**src/rtl/uart_tx_sched.sv**
```systemverilog
// ============================================================================
// Module   : uart_tx_sched
// Purpose  : Round-robin scheduler sharing one UART TX engine among NREQ
//            requesters; latches the winning frame, strobes the engine and
//            returns a done/err pulse to the owner.
// Revision : 1.0 - initial release
// ============================================================================
`default_nettype none

module uart_tx_sched #(
    parameter int NREQ      = 4,
    parameter int GAP_CYC   = 2,
    parameter int START_TMO = 16
) (
    input  logic                 CLK,
    input  logic                 RST,
    input  logic [NREQ-1:0]      req,
    input  logic [10*NREQ-1:0]   req_data,
    input  logic [NREQ-1:0]      req_mode,
    input  logic [19:0]          baud_cfg,
    output logic [NREQ-1:0]      gnt,
    output logic [NREQ-1:0]      done,
    output logic [NREQ-1:0]      err,
    output logic                 busy,
    output logic                 tx_sel,
    output logic                 tx_set,
    output logic                 tx_mode,
    output logic [9:0]           tx_din,
    output logic [19:0]          tx_baud,
    input  logic                 tx_en
);

    localparam int PW = (NREQ > 1) ? $clog2(NREQ) : 1;
    localparam int TW = $clog2(START_TMO);
    localparam logic [PW:0]   NREQ_W   = (PW+1)'(NREQ);
    localparam logic [PW-1:0] PTR_LAST = PW'(NREQ - 1);
    localparam logic [TW-1:0] TMO_LAST = TW'(START_TMO - 1);
    localparam logic [3:0]    GAP_LAST = (GAP_CYC == 0) ? 4'd0 : 4'(GAP_CYC - 1);

    typedef enum logic [2:0] {
        S_IDLE  = 3'd0,
        S_LOAD  = 3'd1,
        S_WAITS = 3'd2,
        S_BUSY  = 3'd3,
        S_GAP   = 3'd4
    } state_t;

    state_t            state_q, state_d;
    logic [PW-1:0]     ptr_q, ptr_d;
    logic [PW-1:0]     owner_q, owner_d;
    logic [TW-1:0]     tmo_q, tmo_d;
    logic [3:0]        gap_q, gap_d;
    logic [9:0]        tx_din_q, tx_din_d;
    logic              tx_mode_q, tx_mode_d;
    logic [19:0]       tx_baud_q, tx_baud_d;
    logic [NREQ-1:0]   gnt_q, gnt_d;
    logic [NREQ-1:0]   done_q, done_d;
    logic [NREQ-1:0]   err_q, err_d;
    logic              busy_q, busy_d;
    logic              tx_sel_q, tx_sel_d;
    logic              tx_set_q, tx_set_d;

    logic [9:0]        data_arr [NREQ];
    logic [PW:0]       sum;
    logic [PW-1:0]     cand;
    logic              win_found;
    logic [PW-1:0]     win_idx;

    // Scan starts at ptr and wraps, so the client after the last winner has top priority
    always_comb begin
        sum       = '0;
        cand      = '0;
        win_found = 1'b0;
        win_idx   = '0;
        for (int j = 0; j < NREQ; j++) begin
            data_arr[j] = req_data[10*j +: 10];
        end
        for (int k = 0; k < NREQ; k++) begin
            sum = {1'b0, ptr_q} + (PW+1)'(k);
            if (sum >= NREQ_W) begin
                sum = sum - NREQ_W;
            end
            cand = sum[PW-1:0];
            if (!win_found && req[cand]) begin
                win_found = 1'b1;
                win_idx   = cand;
            end
        end
    end

    always_comb begin
        state_d   = state_q;
        ptr_d     = ptr_q;
        owner_d   = owner_q;
        tmo_d     = tmo_q;
        gap_d     = gap_q;
        tx_din_d  = tx_din_q;
        tx_mode_d = tx_mode_q;
        tx_baud_d = tx_baud_q;
        gnt_d     = '0;
        done_d    = '0;
        err_d     = '0;
        tx_set_d  = 1'b0;

        case (state_q)
            S_IDLE: begin
                if (win_found) begin
                    state_d        = S_LOAD;
                    owner_d        = win_idx;
                    ptr_d          = (win_idx == PTR_LAST) ? '0 : win_idx + 1'b1;
                    tx_din_d       = data_arr[win_idx];
                    tx_mode_d      = req_mode[win_idx];
                    tx_baud_d      = baud_cfg;
                    gnt_d[win_idx] = 1'b1;
                    tx_set_d       = 1'b1;
                end
            end
            S_LOAD: begin
                state_d = S_WAITS;
                tmo_d   = '0;
            end
            S_WAITS: begin
                if (tx_en) begin
                    state_d = S_BUSY;
                end else if (tmo_q == TMO_LAST) begin
                    err_d[owner_q] = 1'b1;
                    state_d        = S_GAP;
                    gap_d          = '0;
                end else begin
                    tmo_d = tmo_q + 1'b1;
                end
            end
            S_BUSY: begin
                if (!tx_en) begin
                    done_d[owner_q] = 1'b1;
                    state_d         = S_GAP;
                    gap_d           = '0;
                end
            end
            S_GAP: begin
                if (gap_q == GAP_LAST) begin
                    state_d = S_IDLE;
                end else begin
                    gap_d = gap_q + 1'b1;
                end
            end
            default: begin
                state_d = S_IDLE;
            end
        endcase

        // Status outputs are registered from the next state so they align with it
        tx_sel_d = (state_d == S_LOAD) || (state_d == S_WAITS) || (state_d == S_BUSY);
        busy_d   = (state_d != S_IDLE);
    end

    always_ff @(posedge CLK) begin
        if (RST) begin
            state_q   <= S_IDLE;
            ptr_q     <= '0;
            owner_q   <= '0;
            tmo_q     <= '0;
            gap_q     <= '0;
            tx_din_q  <= '0;
            tx_mode_q <= 1'b0;
            tx_baud_q <= '0;
            gnt_q     <= '0;
            done_q    <= '0;
            err_q     <= '0;
            busy_q    <= 1'b0;
            tx_sel_q  <= 1'b0;
            tx_set_q  <= 1'b0;
        end else begin
            state_q   <= state_d;
            ptr_q     <= ptr_d;
            owner_q   <= owner_d;
            tmo_q     <= tmo_d;
            gap_q     <= gap_d;
            tx_din_q  <= tx_din_d;
            tx_mode_q <= tx_mode_d;
            tx_baud_q <= tx_baud_d;
            gnt_q     <= gnt_d;
            done_q    <= done_d;
            err_q     <= err_d;
            busy_q    <= busy_d;
            tx_sel_q  <= tx_sel_d;
            tx_set_q  <= tx_set_d;
        end
    end

    assign gnt     = gnt_q;
    assign done    = done_q;
    assign err     = err_q;
    assign busy    = busy_q;
    assign tx_sel  = tx_sel_q;
    assign tx_set  = tx_set_q;
    assign tx_mode = tx_mode_q;
    assign tx_din  = tx_din_q;
    assign tx_baud = tx_baud_q;

endmodule

`default_nettype wire

```
**config.mk**
```make
export PLATFORM = sky130hd
export DESIGN_NAME = uart_tx_sched
export DESIGN_NICKNAME = d
export VERILOG_FILES = /design/src/rtl/uart_tx_sched.sv
export SDC_FILE = /design/constraint.sdc
export NUM_CORES = 1
export LEC_CHECK = 0
export CORE_ASPECT_RATIO = 1.25
export CORE_UTILIZATION = 43
export DETAILED_ROUTE_END_ITERATION = 16
export HOLD_SLACK_MARGIN = 0.1
export PLACE_DENSITY = 0.89
export SLEW_MARGIN = 40
export SYNTH_ARGS = -nofsm -noshare
export SYNTH_HDL_FRONTEND = slang
export SYNTH_SLANG_ARGS = --single-unit
```
**constraint.sdc**
```tcl
create_clock -name CLK -period 2.35 [get_ports CLK]
set_input_delay 0.47 -clock CLK [delete_from_list [all_inputs] [get_ports CLK]]
set_output_delay 0.47 -clock CLK [all_outputs]
set_load 0.02 [all_outputs]
```
# Word level (Yosys, flattened, before mapping)
# Index checks and enable logic that the tools add are counted.
[op_classes]
n_addsub = 10
n_lt_le_gt_ge = 13
eq_ne = 15
mux = 45
bitwise_logic = 6
n_reduce_logical = 21
[ops]
columns = ["op", "n"]
rows = [
  ["$mux 4", 6],
  ["$bmux 10 s2", 1],
  ["$mux 10", 2],
  ["$lt 2x3->1 const B", 6],
  ["$mux 2", 9],
  ["$mux 3", 5],
  ["$pmux 3 s5", 1],
  ["$eq 3x2->1 const B", 4],
  ["$ge 3x3->1 const B", 4],
  ["$mux 1", 12],
  ["$pmux 4 s3", 1],
  ["$bmux 1 s2", 5],
  ["$ne 2x2->1 const B", 5],
  ["$add 4x1->4 const B", 2],
  ["$pmux 4 s2", 1],
  ["$sub 2x1->2 const B", 4],
  ["$add 2x2->3 const B", 2],
  ["$eq 3x1->1 const B", 2],
  ["$reduce_bool 3->1", 2],
  ["$reduce_or 3->1", 2],
  ["$logic_and 1x1->1", 5],
  ["$not 1->1", 5],
  ["$reduce_and 5->1", 1],
  ["$demux 1 s2", 2],
  ["other kinds (17)", 21],
]
[word_totals]
register_bits = 61
inputBits = 71
out_inout_bits = 46
wordCells = 124

# Depth between registers and ports, before layout
# Gate-level depths: netlist of run 1.
[depth]
depth_word = 19
mapped_depth = 10
ltp_nobuf = 7

# Worst setup path after synthesis of run 1
# Ideal clock, no wire load.
[synth_path]
path_kind = "reg-to-reg"
startpoint = "register ptr_q[1]"
endpoint = "register ptr_q[0]"
setup_ns = 0.070
arrival_time_ns = 1.850
required_ns = 2.280
setup_slack_ns = 0.430
path_stages_with_launch = 11
n_path_buf = 3
period_less_slack_ns = 1.920
path_cell_list = "dfxtp_1 buf_6 nand2b_4 a21o_1 buf_2 nand3_4 inv_2 buf_4 ha_1 or3_1 a21oi_1"
[synth_via]
elab_chain_cells = 16
elab_cells_between_ends = 41
classes_between = "add/sub (8); order compare (4); eq/ne (1); mux (21); reduce/logical (7)"
[synth_rtl]
columns = ["item", "line", "source"]
rows = [
  ["start: declaration", "49", "logic [PW-1:0] ptr_q, ptr_d;"],
  ["start signal: assignment", "175", "ptr_q <= ptr_d;"],
  ["branches (longest 13 deep; another with $add 2x1->3)", "-", ""],
  ["$mux 2 (*)", "84", "if (!win_found && req[cand]) begin"],
  ["via win_idx[0]", "67", "logic [PW-1:0] win_idx;"],
  ["$add 2x1->2 or $eq 2x2->1 (tied branches)", "110", "ptr_d = (win_idx == PTR_LAST) ? '0 : win_idx + 1'b1;"],
  ["$mux 2 (*)", "110", ""],
]
# Mark *: on every way through the listed nets, which the timed path passes. The select of a mux whose other input is x is not followed.
# A chain may end at the register's enable or synchronous reset.

# Final worst setup path of run 1
[layout_path]
startpoint = "input port req[0]"
endpoint = "register ptr_q[0]"
[layout_via]
elab_chain_cells = 14
elab_cells_between_ends = 26
classes_between = "add/sub (1); eq/ne (1); mux (17); reduce/logical (7)"
[layout_rtl]
columns = ["item", "line", "source"]
rows = [
  ["start: declaration", "17", "input logic [NREQ-1:0] req,"],
  ["$bmux 1 s2", "84", ""],
  ["$mux 1 (not written as such)", "84", ""],
  ["$mux 1", "84", ""],
  ["$logic_not 1->1", "84", ""],
  ["$logic_and 1x1->1", "84", ""],
  ["$mux 1", "84", ""],
  ["$logic_not 1->1", "84", ""],
  ["$logic_and 1x1->1", "84", ""],
  ["$mux 1", "84", ""],
  ["$logic_not 1->1", "84", ""],
  ["$logic_and 1x1->1", "84", ""],
  ["$mux 2", "84", ""],
  ["$add 2x1->2 or $eq 2x2->1 (tied branches)", "110", ""],
  ["$mux 2", "110", ""],
]
# Several ways; a longest one is shown, not always the timed one. The select of a mux whose other input is x is not followed.

==> results of run 1 <==
==> how the worst max path moves through the flow <==
stage                     cells past startpoint  slack, ns      from        to
after floorplan                              10       0.43  ptr_q[1]  ptr_q[0]
after global placement                        8       0.06    req[2]  ptr_q[0]
after detailed placement                      8       0.02    req[2]  ptr_q[0]
after CTS                                     8       0.35    req[2]  ptr_q[0]
after global routing                          8       0.25    req[2]  ptr_q[0]
final                                         7       0.34    req[0]  ptr_q[0]
==> cells in the final DEF, fill, tap and decap left out, types with 5 or more instances in the layout <==
cell / count
sky130_fd_sc_hd__nor2_1: 17
sky130_fd_sc_hd__nand2_1: 57
sky130_fd_sc_hd__mux2i_1: 15
sky130_fd_sc_hd__dfxtp_1: 61
sky130_fd_sc_hd__o211ai_1: 8
sky130_fd_sc_hd__a211o_1: 8
sky130_fd_sc_hd__clkdlybuf4s50_1: 116
sky130_fd_sc_hd__nand3_1: 7
sky130_fd_sc_hd__o21ai_0: 5
sky130_fd_sc_hd__buf_4: 18
sky130_fd_sc_hd__nand2b_1: 6
sky130_fd_sc_hd__inv_1: 5
sky130_fd_sc_hd__clkbuf_8: 10
sky130_fd_sc_hd__and2_1: 5
sky130_fd_sc_hd__nand4_1: 8
sky130_fd_sc_hd__a21oi_1: 30
sky130_fd_sc_hd__o31ai_1: 8
sky130_fd_sc_hd__ha_1: 7
==> through the flow <==
stage / instance area [um2] / utilization
after global routing: 4310 / 0.690
after CTS: 4310 / 0.690
after detailed placement: 4100 / 0.656
final: 4310 / 0.690
after floorplan: 2830 / -
after global placement: 4100 / 0.656
==> state kept, by name (all words and copies together), names as in the netlist <==
name,count
tx_sel,1
gap_q,4
ptr_q,2
gnt,4
state_q,3
tx_set,1
tx_mode,1
done,4
tx_baud,20
tmo_q,4
busy,1
owner_q,2
err,4
tx_din,10
==> worst max-delay path, delay by kind of cell <==
kind,cells,cell delay [ns]
buf+inv,1,0.58
simple gates,1,0.37
fa+ha+maj,1,0.20
compound gates,4,0.64
==> per-layer routing <==
metal,track usage,share of wire,wire length (um)
met1,0.255,0.39,2930
met2,0.409,0.55,4070
met3,0.0435,0.034,255
met4,0.118,0.025,189
met5,0,0,0
==> final cells by class <==
type,count,area (um2),share of cell area
multi-input cells,225,1450,0.335
clock buffers,11,141,0.0328
clock inverters,4,72.6,0.0168
well taps,85,106,0.0247
flip-flops and latches,61,1220,0.283
repair buffers,134,1300,0.301
inverters,7,26.3,0.00610
==> cell families (layout without fill, tap and decap cells) <==
family / after synthesis / after routing / synth area share
adders and majority gates: 7 / 7 / 0.0310
buffers and inverters: 26 / 156 / 0.0575
xor gates and xnor gates: 4 / 4 / 0.0124
and+or+nand+nor: 127 / 127 / 0.238
muxes: 15 / 15 / 0.0531
AOI/OAI and AO/OA: 72 / 72 / 0.176
DFF: 61 / 61 / 0.432
==> power breakdown <==
| part | switching, mW | total, mW | internal, mW | leakage, nW |
|---|---|---|---|---|
| Combinational | 0.736 | 1.41 | 0.679 | 1.04 |
| Sequential | 0.129 | 1.34 | 1.21 | 0.500 |
| Clock | 0.372 | 0.991 | 0.618 | 0.105 |
==> flow_metrics.tcl, run 1 <==
set metrics [dict create \
    run_status "complete, no violations" \
    critical_path.reg2reg.endpoint "gap_q[3]" \
    synth-edff-count 0 \
    antenna_violating_nets_post_route 0 \
    beginning_of_the_worst_hold_path "tx_baud[4]" \
    post-layout-total-power_mw 3.74 \
    vias 2759 \
    grt_pass1_vias 2709 \
    core_um2 6250 \
    antenna_diode_count 0 \
    fin_tns_setup_ns 0 \
    synth.net_count 390 \
    chipWidth_um 74.5 \
    whs_path_depth 2 \
    async_reset_ff_frac 0 \
    drt-total-wl_um 7440 \
    finalNonFillerCells 527 \
    setup.worst_path.start_class "input port" \
    worst_ir_drop_vdd_mv 0.584 \
    grt_overflow_total 0 \
    final_min_period_over_clock_period 0.854 \
    slew_viol_final 0 \
    maxClockFrequency_mhz 498 \
    worst_setup_path_end_kind "flop" \
    clock_insertion_delay_worst_skew_ns 0.32 \
    crit_top_cell "sky130_fd_sc_hd__a21oi_1" \
    ys_seq_elements 61 \
    cts_inserted_buffers 9 \
    avgViaCountPerCell 5.24 \
    clock_tree.buffer_depth 2 \
    setup_ws_ns 0.344 \
    top_flip_flop_cell_by_instance_count_after_synthesis "sky130_fd_sc_hd__dfxtp_1" \
    synth_area_leaders "sky130_fd_sc_hd__dfxtp_1 (43%), sky130_fd_sc_hd__nand2_1 (7.6%), sky130_fd_sc_hd__a21oi_1 (5.3%)" \
    synth.most_common_cell "sky130_fd_sc_hd__dfxtp_1" \
    crit-reg2reg-launch "state_q[2]" \
    synthDistinctLibCells 53 \
    number_of_cells_in_the_design_after_placement 512 \
    final.setup_skew_ns 0.00543 \
    cp_data_required_time_ns 2.61 \
    h-tree-depth 3 \
    netlist.top_cell.by_area "sky130_fd_sc_hd__dfxtp_1" \
    syn-cell-area_um2 2830 \
    post-cts-setup-buffer-count 0 \
    worst_max_slew_pin_slew_ns 0.513 \
    synth_cells 312 \
    rsz_0062_raised_after_global_routing "false" \
    first_pass_grt_wire_length_um 12200 \
    netlist.area_leader.share 0.432 \
    worstRegToRegCells 5 \
    post_cts_resized 0 \
    fillerInstances 517 \
    holdWs_ns 0.457 \
    boundaryPins 117 \
    ys_warn_count 0 \
    clock_tree_from_tritoncts "yes" \
    drt-pass1-iter-count 5 \
    timing.final.setup_violations 0 \
    drv.max_cap_violation_count 0 \
    worst-path-max-fanout 6 \
    pre_cts_worst_setup_slack_ns 0.0167 \
    path_class "in -> reg" \
    design.final.nets 516 \
    finalCriticalPeriod_ns 2.01 \
    clk_root_buffer_cell "sky130_fd_sc_hd__clkbuf_8" \
    yosysSeqAreaShare 0.432 \
    count_of_clock_tree_sinks 61 \
    holdPathEnd "tx_baud[4]" \
    area_growth_syn_to_layout_pct 52.3 \
    worst-endpoint-arrival_ns 2.26 \
    slew_headroom 0.657 \
    drtIter0Drc 165 \
    netlist_top_cells_count "sky130_fd_sc_hd__dfxtp_1 (61), sky130_fd_sc_hd__nand2_1 (57), sky130_fd_sc_hd__a21oi_1 (30)" \
    drc 0 \
    p_leak_nw 1.65 \
    row_count 32 \
    timing_hold_violations_final 0 \
    grt_start_max_net_pins 23 \
    grt_use_total 0.231 \
    hpwl_um 5720 \
    worstPathCellList "clkdlybuf4s50_1 > a21oi_1 > o21ai_1 > o2bb2a_1 > ha_1 > or3_1 > a21oi_1" \
    io_buffer_count 116 \
    postCtsHoldBufs 0 \
    wl_per_cell_um 14.1 \
    power_per_cell_area_nw_per_um2 869 \
    synth.avg_cell_area_um2 9.07 \
    floorplan.die.height_um 92.7 \
    worst-r2r-setup-slack_ns 0.53 \
    worst_path_largest_cell_delay_ns 0.58 \
    cts.reportedPaths.clkPinSlew_ns 0.07 \
    grt_antenna_before_repair 0 \
    hold_class "reg -> reg" \
    final_layout_size_suffix_gt1_frac 0.109 \
    die-area_um2 6910 \
    gp_congestion 0.892 \
    slowest_stage "sky130_fd_sc_hd__clkdlybuf4s50_1" \
    initial_core_util 0.453 \
]
Power figures use the tool's default switching activity.
==> run 2, diff against run 1 <==
--- a/config.mk
+++ b/config.mk
@@ -6,10 +6,12 @@
 export NUM_CORES = 1
 export LEC_CHECK = 0
 export CORE_ASPECT_RATIO = 1.25
-export CORE_UTILIZATION = 43
+export CORE_UTILIZATION = 44
+export CTS_BUF_LIST = sky130_fd_sc_hd__clkbuf_4
+export CTS_CLUSTER_DIAMETER = 200
 export DETAILED_ROUTE_END_ITERATION = 16
 export HOLD_SLACK_MARGIN = 0.1
-export PLACE_DENSITY = 0.89
+export PLACE_DENSITY = 0.91
 export SLEW_MARGIN = 40
 export SYNTH_ARGS = -nofsm -noshare
 export SYNTH_HDL_FRONTEND = slang
==> run 2 against run 1 <==
Effect of this change:
- flip-flop and latch count unchanged
- die area is 2.2% lower
- combinational power about the same
- cell count is 0.19% lower
- largest power group unchanged
- core utilization down 0.52 points
- register-to-register slack improved by 0.02 ns
- non-clock buffer count decreased by 2
- worst hold slack improved by 0.0045 ns
- first-iteration DRC count is 21% lower
- routed wire length grew 0.30%
==> flow_metrics.tcl, run 2 (synthesis results as in run 1) <==
set metrics [dict create \
    core_um2 6210 \
    worstPathCellList "clkdlybuf4s50_1 > mux2i_1 > or2_1 > nand3_4 > inv_2 > ha_1 > or3_1 > a21oi_1" \
    finalCriticalPeriod_ns 1.95 \
    cp_data_required_time_ns 2.67 \
    stdcell_area_um2 4250 \
    wl_per_cell_um 14.2 \
    cts.reportedPaths.clkPinSlew_ns 0.10 \
    combinational_share_of_power 0.398 \
    worstSetupStartpoint "req[0]" \
    path_class "in -> reg" \
    cts_inserted_buffers 9 \
    clock_tree_from_tritoncts "yes" \
    antenna_diode_count 0 \
    holdWs_ns 0.461 \
    initial_core_util 0.456 \
    final_min_period_over_clock_period 0.831 \
    maxClockFrequency_mhz 512 \
    setup.worst_path.start_class "input port" \
    hold_class "reg -> reg" \
    worst-r2r-setup-slack_ns 0.55 \
    timing.final.setup_violations 0 \
    slew_headroom 0.681 \
    drt-pass1-iter-count 5 \
    dpl_cell_area_um2 4090 \
    worst_ir_drop_vdd_mv 0.436 \
    slew_viol_final 0 \
    internal-power_mw 2.32 \
    fin_util 0.685 \
    pre_cts_worst_setup_slack_ns 0.0111 \
    worst_path_largest_cell_delay_ns 0.58 \
    grt_start_max_net_pins 27 \
    design.final.nets 514 \
    setup_ws_ns 0.397 \
    layout_commonest_cell "sky130_fd_sc_hd__clkdlybuf4s50_1" \
    die-area_um2 6760 \
    row_count 32 \
    first_pass_grt_wire_length_um 12300 \
    finalNonFillerCells 526 \
    timing_hold_violations_final 0 \
    final.setup_skew_ns 0.0119 \
    io_buffer_count 116 \
    fin_tns_setup_ns 0 \
    post-layout-total-power_mw 3.56 \
    rsz_0062_raised_after_global_routing "false" \
    avgViaCountPerCell 5.16 \
    drtIter0Drc 131 \
    p_seq_frac 0.377 \
    power_per_cell_area_nw_per_um2 838 \
    largest_reg_flops 20 \
    run_status "complete, no violations" \
    grt_overflow_total 0 \
    clock_insertion_delay_worst_skew_ns 0.38 \
    chipWidth_um 73.7 \
    count_of_clock_tree_sinks 61 \
    net-switching-power_mw 1.24 \
    slowest_stage "sky130_fd_sc_hd__clkdlybuf4s50_1" \
    drv.max_cap_violation_count 0 \
    h-tree-depth 3 \
    post_cts_resized 0 \
    postCtsHoldBufs 0 \
    floorplan.die.height_um 91.7 \
    boundaryPins 117 \
    worst_setup_path_end_kind "flop" \
    power.switching_fraction 0.348 \
    layout_common_cells "sky130_fd_sc_hd__clkdlybuf4s50_1 (116), sky130_fd_sc_hd__dfxtp_1 (61), sky130_fd_sc_hd__nand2_1 (57)" \
    p_leak_nw 1.62 \
    clk_root_buffer_cell "sky130_fd_sc_hd__clkbuf_4" \
    drc 0 \
    clock_power_share 0.225 \
    worst-path-max-fanout 6 \
    clock_tree.buffer_depth 2 \
    post-cts-setup-buffer-count 0 \
    number_of_cells_in_the_design_after_placement 510 \
    final_layout_size_suffix_gt1_frac 0.104 \
    hpwl_um 5850 \
    area_growth_syn_to_layout_pct 50.2 \
    drt-total-wl_um 7460 \
    antenna_violating_nets_post_route 0 \
    worst_max_slew_pin_slew_ns 0.477 \
    gp_congestion 0.877 \
    vias 2713 \
    grt_antenna_before_repair 0 \
    grt_pass1_vias 2691 \
    worst-endpoint-arrival_ns 2.27 \
    crit-reg2reg-launch "state_q[2]" \
    beginning_of_the_worst_hold_path "tx_baud[3]" \
    grt_use_total 0.238 \
]
run 2: cell types whose count changed in the layout (fill, tap and decap cells not counted), sizes merged:
cell and delta:
buf -2, clkbuf -2, clkinv +2, inv +1
run 2: final timing paths:
check                           cells after the start         end
worst min-delay path                                2  tx_baud[3]
worst min register to register                      2  tx_baud[3]
worst max register to register                      5    gap_q[3]
worst max-delay path                                8    ptr_q[0]
run 2: final cells by class:
| class | instances | area (um2) |
|---|---|---|
| Fill cell | 502 | 1960 |
| Inverter | 7 | 26.3 |
| Clock buffer | 9 | 67.6 |
| Clock inverter | 7 | 88.8 |
| Tap cell | 85 | 106 |
| Multi-Input combinational cell | 225 | 1450 |
| Timing Repair Buffer | 132 | 1290 |
| Sequential cell | 61 | 1220 |
run 2: per-layer routing:
layer / GRT usage / part of all wire / vias to the layer above
met4: 0.131 / 0.036 / 0
met2: 0.423 / 0.55 / 75
met3: 0.0341 / 0.030 / 20
met5: 0 / 0 / -
met1: 0.263 / 0.39 / 1267
li1: - / - / 1351
run 2: worst max-delay path: cells and delay by family:
kind	cells	cell delay, ns
AO/OA/AOI/OAI	1	0.14
AND/OR/NAND/NOR	3	0.72
adder cells (fa/ha/maj)	1	0.20
buffers and inverters	2	0.63
multiplexers	1	0.12
run 2: power groups by stage:
stage	clock network (mW)	registers [mW]	logic [mW]
2_1_floorplan	0	1.49	0.696
3_3_place_gp	0	1.35	1.38
3_5_place_dp	0	1.36	1.42
4_1_cts	0.820	1.34	1.42
5_1_grt	0.868	1.37	1.53
6_report	0.800	1.34	1.42
==> run 3, diff against run 2 <==
--- a/config.mk
+++ b/config.mk
@@ -6,12 +6,12 @@
 export NUM_CORES = 1
 export LEC_CHECK = 0
 export CORE_ASPECT_RATIO = 1.25
-export CORE_UTILIZATION = 44
+export CORE_UTILIZATION = 40
 export CTS_BUF_LIST = sky130_fd_sc_hd__clkbuf_4
 export CTS_CLUSTER_DIAMETER = 200
 export DETAILED_ROUTE_END_ITERATION = 16
 export HOLD_SLACK_MARGIN = 0.1
-export PLACE_DENSITY = 0.91
+export PLACE_DENSITY = 0.88
 export SLEW_MARGIN = 40
 export SYNTH_ARGS = -nofsm -noshare
 export SYNTH_HDL_FRONTEND = slang
==> constraint.sdc (replaced) <==
create_clock -name CLK -period 1.7 [get_ports CLK]
set_input_delay 0.34 -clock CLK [delete_from_list [all_inputs] [get_ports CLK]]
set_output_delay 0.34 -clock CLK [all_outputs]
set_load 0.02 [all_outputs]
==> run 3 against run 2 <==
Effect of this change:
- clock power grew 11%
- power grew 33%
- critical path depth shrank 7
- combinational power grew 42%
==> flow_metrics.tcl, run 3 (synthesis results as in run 1) <==
set metrics [dict create \
    final.setup_skew_ns 0.0168 \
    core_um2 6690 \
    drt-pass1-iter-count 5 \
    fillerInstances 576 \
    worst_max_slew_pin_slew_ns 0.365 \
    internal-power_mw 2.89 \
    cp_data_required_time_ns 1.36 \
    worst-path-max-fanout 1 \
    grt_use_total 0.222 \
    number_of_cells_in_the_design_after_placement 528 \
    layout_commonest_cell "sky130_fd_sc_hd__clkdlybuf4s50_1" \
    clock_power_share 0.187 \
    antenna_diode_count 0 \
    power_per_cell_area_nw_per_um2 1080 \
    drc 0 \
    area_growth_syn_to_layout_pct 54.7 \
    slowest_stage "sky130_fd_sc_hd__clkdlybuf4s50_1" \
    clock_tree.buffer_depth 2 \
    avgViaCountPerCell 5.22 \
    critPathTopFamily "buffers and inverters" \
    timing.final.setup_violations 0 \
    post-cts-setup-buffer-count 0 \
    design.final.nets 530 \
    cts_inserted_buffers 9 \
    clock_insertion_delay_worst_skew_ns 0.42 \
    drtIter0Drc 153 \
    antenna_violating_nets_post_route 0 \
    p_leak_nw 1.94 \
    postCtsHoldBufs 0 \
    count_of_clock_tree_sinks 61 \
    finalCriticalPeriod_ns 1.66 \
    floorplan.die.height_um 96.0 \
    gp_congestion 0.813 \
    final_layout_size_suffix_gt1_frac 0.168 \
    wl_per_cell_um 15.0 \
    final_min_period_over_clock_period 0.974 \
    grt_start_max_net_pins 28 \
    worstPathCellList "clkdlybuf4s50_1" \
    cts.reportedPaths.clkPinSlew_ns 0.12 \
    worst_path_largest_cell_delay_ns 0.59 \
    vias 2839 \
    maxClockFrequency_mhz 604 \
    grt_antenna_before_repair 0 \
    power.switching_fraction 0.389 \
    initial_core_util 0.423 \
    first_pass_grt_wire_length_um 12800 \
    clock_tree_from_tritoncts "yes" \
    grt_overflow_total 0 \
    largest_reg_flops 20 \
    hpwl_um 6000 \
    path_class "reg -> out" \
    setup_ws_ns 0.0436 \
    boundaryPins 117 \
    drt-total-wl_um 8140 \
    chipWidth_um 77.2 \
    die-area_um2 7420 \
    row_count 33 \
    layout_common_cells "sky130_fd_sc_hd__clkdlybuf4s50_1 (70), sky130_fd_sc_hd__dfxtp_1 (58), sky130_fd_sc_hd__nand2_1 (57)" \
    holdWs_ns 0.456 \
    pre_cts_worst_setup_slack_ns -0.559 \
    critPathBufInv 1 \
    slew_headroom 0.757 \
    worst_setup_path_end_kind "primary output" \
    h-tree-depth 3 \
    slew_viol_final 0 \
    grt_pass1_vias 2801 \
    fin_util 0.654 \
    worst_ir_drop_vdd_mv 0.586 \
    run_status "complete, no violations" \
    drv.max_cap_violation_count 0 \
    timing_hold_violations_final 0 \
    post-layout-total-power_mw 4.74 \
    clk_root_buffer_cell "sky130_fd_sc_hd__clkbuf_4" \
    p_seq_frac 0.388 \
    net-switching-power_mw 1.84 \
    combinational_share_of_power 0.425 \
    finalNonFillerCells 544 \
    worst-endpoint-arrival_ns 1.32 \
    hold_class "in -> reg" \
    setup.worst_path.start_class "flop" \
    io_buffer_count 116 \
]
==> run 3: power groups by stage <==
| stage | Sequential, mW | Clock [mW] | Combinational [mW] |
|---|---|---|---|
| global placement | 1.85 | 0 | 2.00 |
| finish | 1.84 | 0.886 | 2.01 |
| detailed placement | 1.86 | 0 | 2.06 |
| global route | 1.87 | 0.973 | 2.16 |
| floorplan | 2.07 | 0 | 0.989 |
| CTS | 1.83 | 0.915 | 1.97 |
==> run 3: repair_timing <==
action	4_1_cts	5_1_grt
endpoints found under the setup margin	48	47
cloned	0	0
gates resized for setup	44	19
pin swaps	0	5
==> run 3: path summary, 6_finish.rpt <==
kind	start	end	slack (ns)	depth (start not counted)
hold / removal	baud_cfg[11]	tx_baud[11]	0.46	3
hold reg to reg	tx_baud[1]	tx_baud[1]	0.46	2
setup reg to reg	ptr_q[1]	tx_mode	0.04	7
setup / recovery	err[3]	err[3]	0.04	1
==> run 3: through the flow <==
step / instance area (um2) / TNS, ns
floorplan: 2860 / -0.0595
CTS: 4310 / 0
detailed placement: 4220 / -15.55
finish: 4380 / 0
global placement: 4220 / -13.38
global route: 4380 / -0.00275
==> run 3: final cells by class <==
cell class                      instances  area (um2)  area share
Timing Repair Buffer                  148        1380       0.315
Clock inverter                          7        51.3      0.0117
Inverter                                7        28.8     0.00658
Sequential cell                        61        1230       0.280
Tap cell                               87         109      0.0249
Multi-Input combinational cell        225        1520       0.346
Clock buffer                            9        67.6      0.0154
==> run 3: worst reg2reg max path: cells and delay by family (launching register included) <==
kind            cells  cell delay [ns]
flops               1             0.42
buf+inv             2             0.27
mux                 2             0.51
simple gates        2             0.23
compound gates      1             0.11
==> run 3: per-layer routing <==
layer,wire length (um),GRT usage
met1,3110,0.244
met2,4400,0.409
met3,345,0.0256
met4,290,0.140
met5,0,0
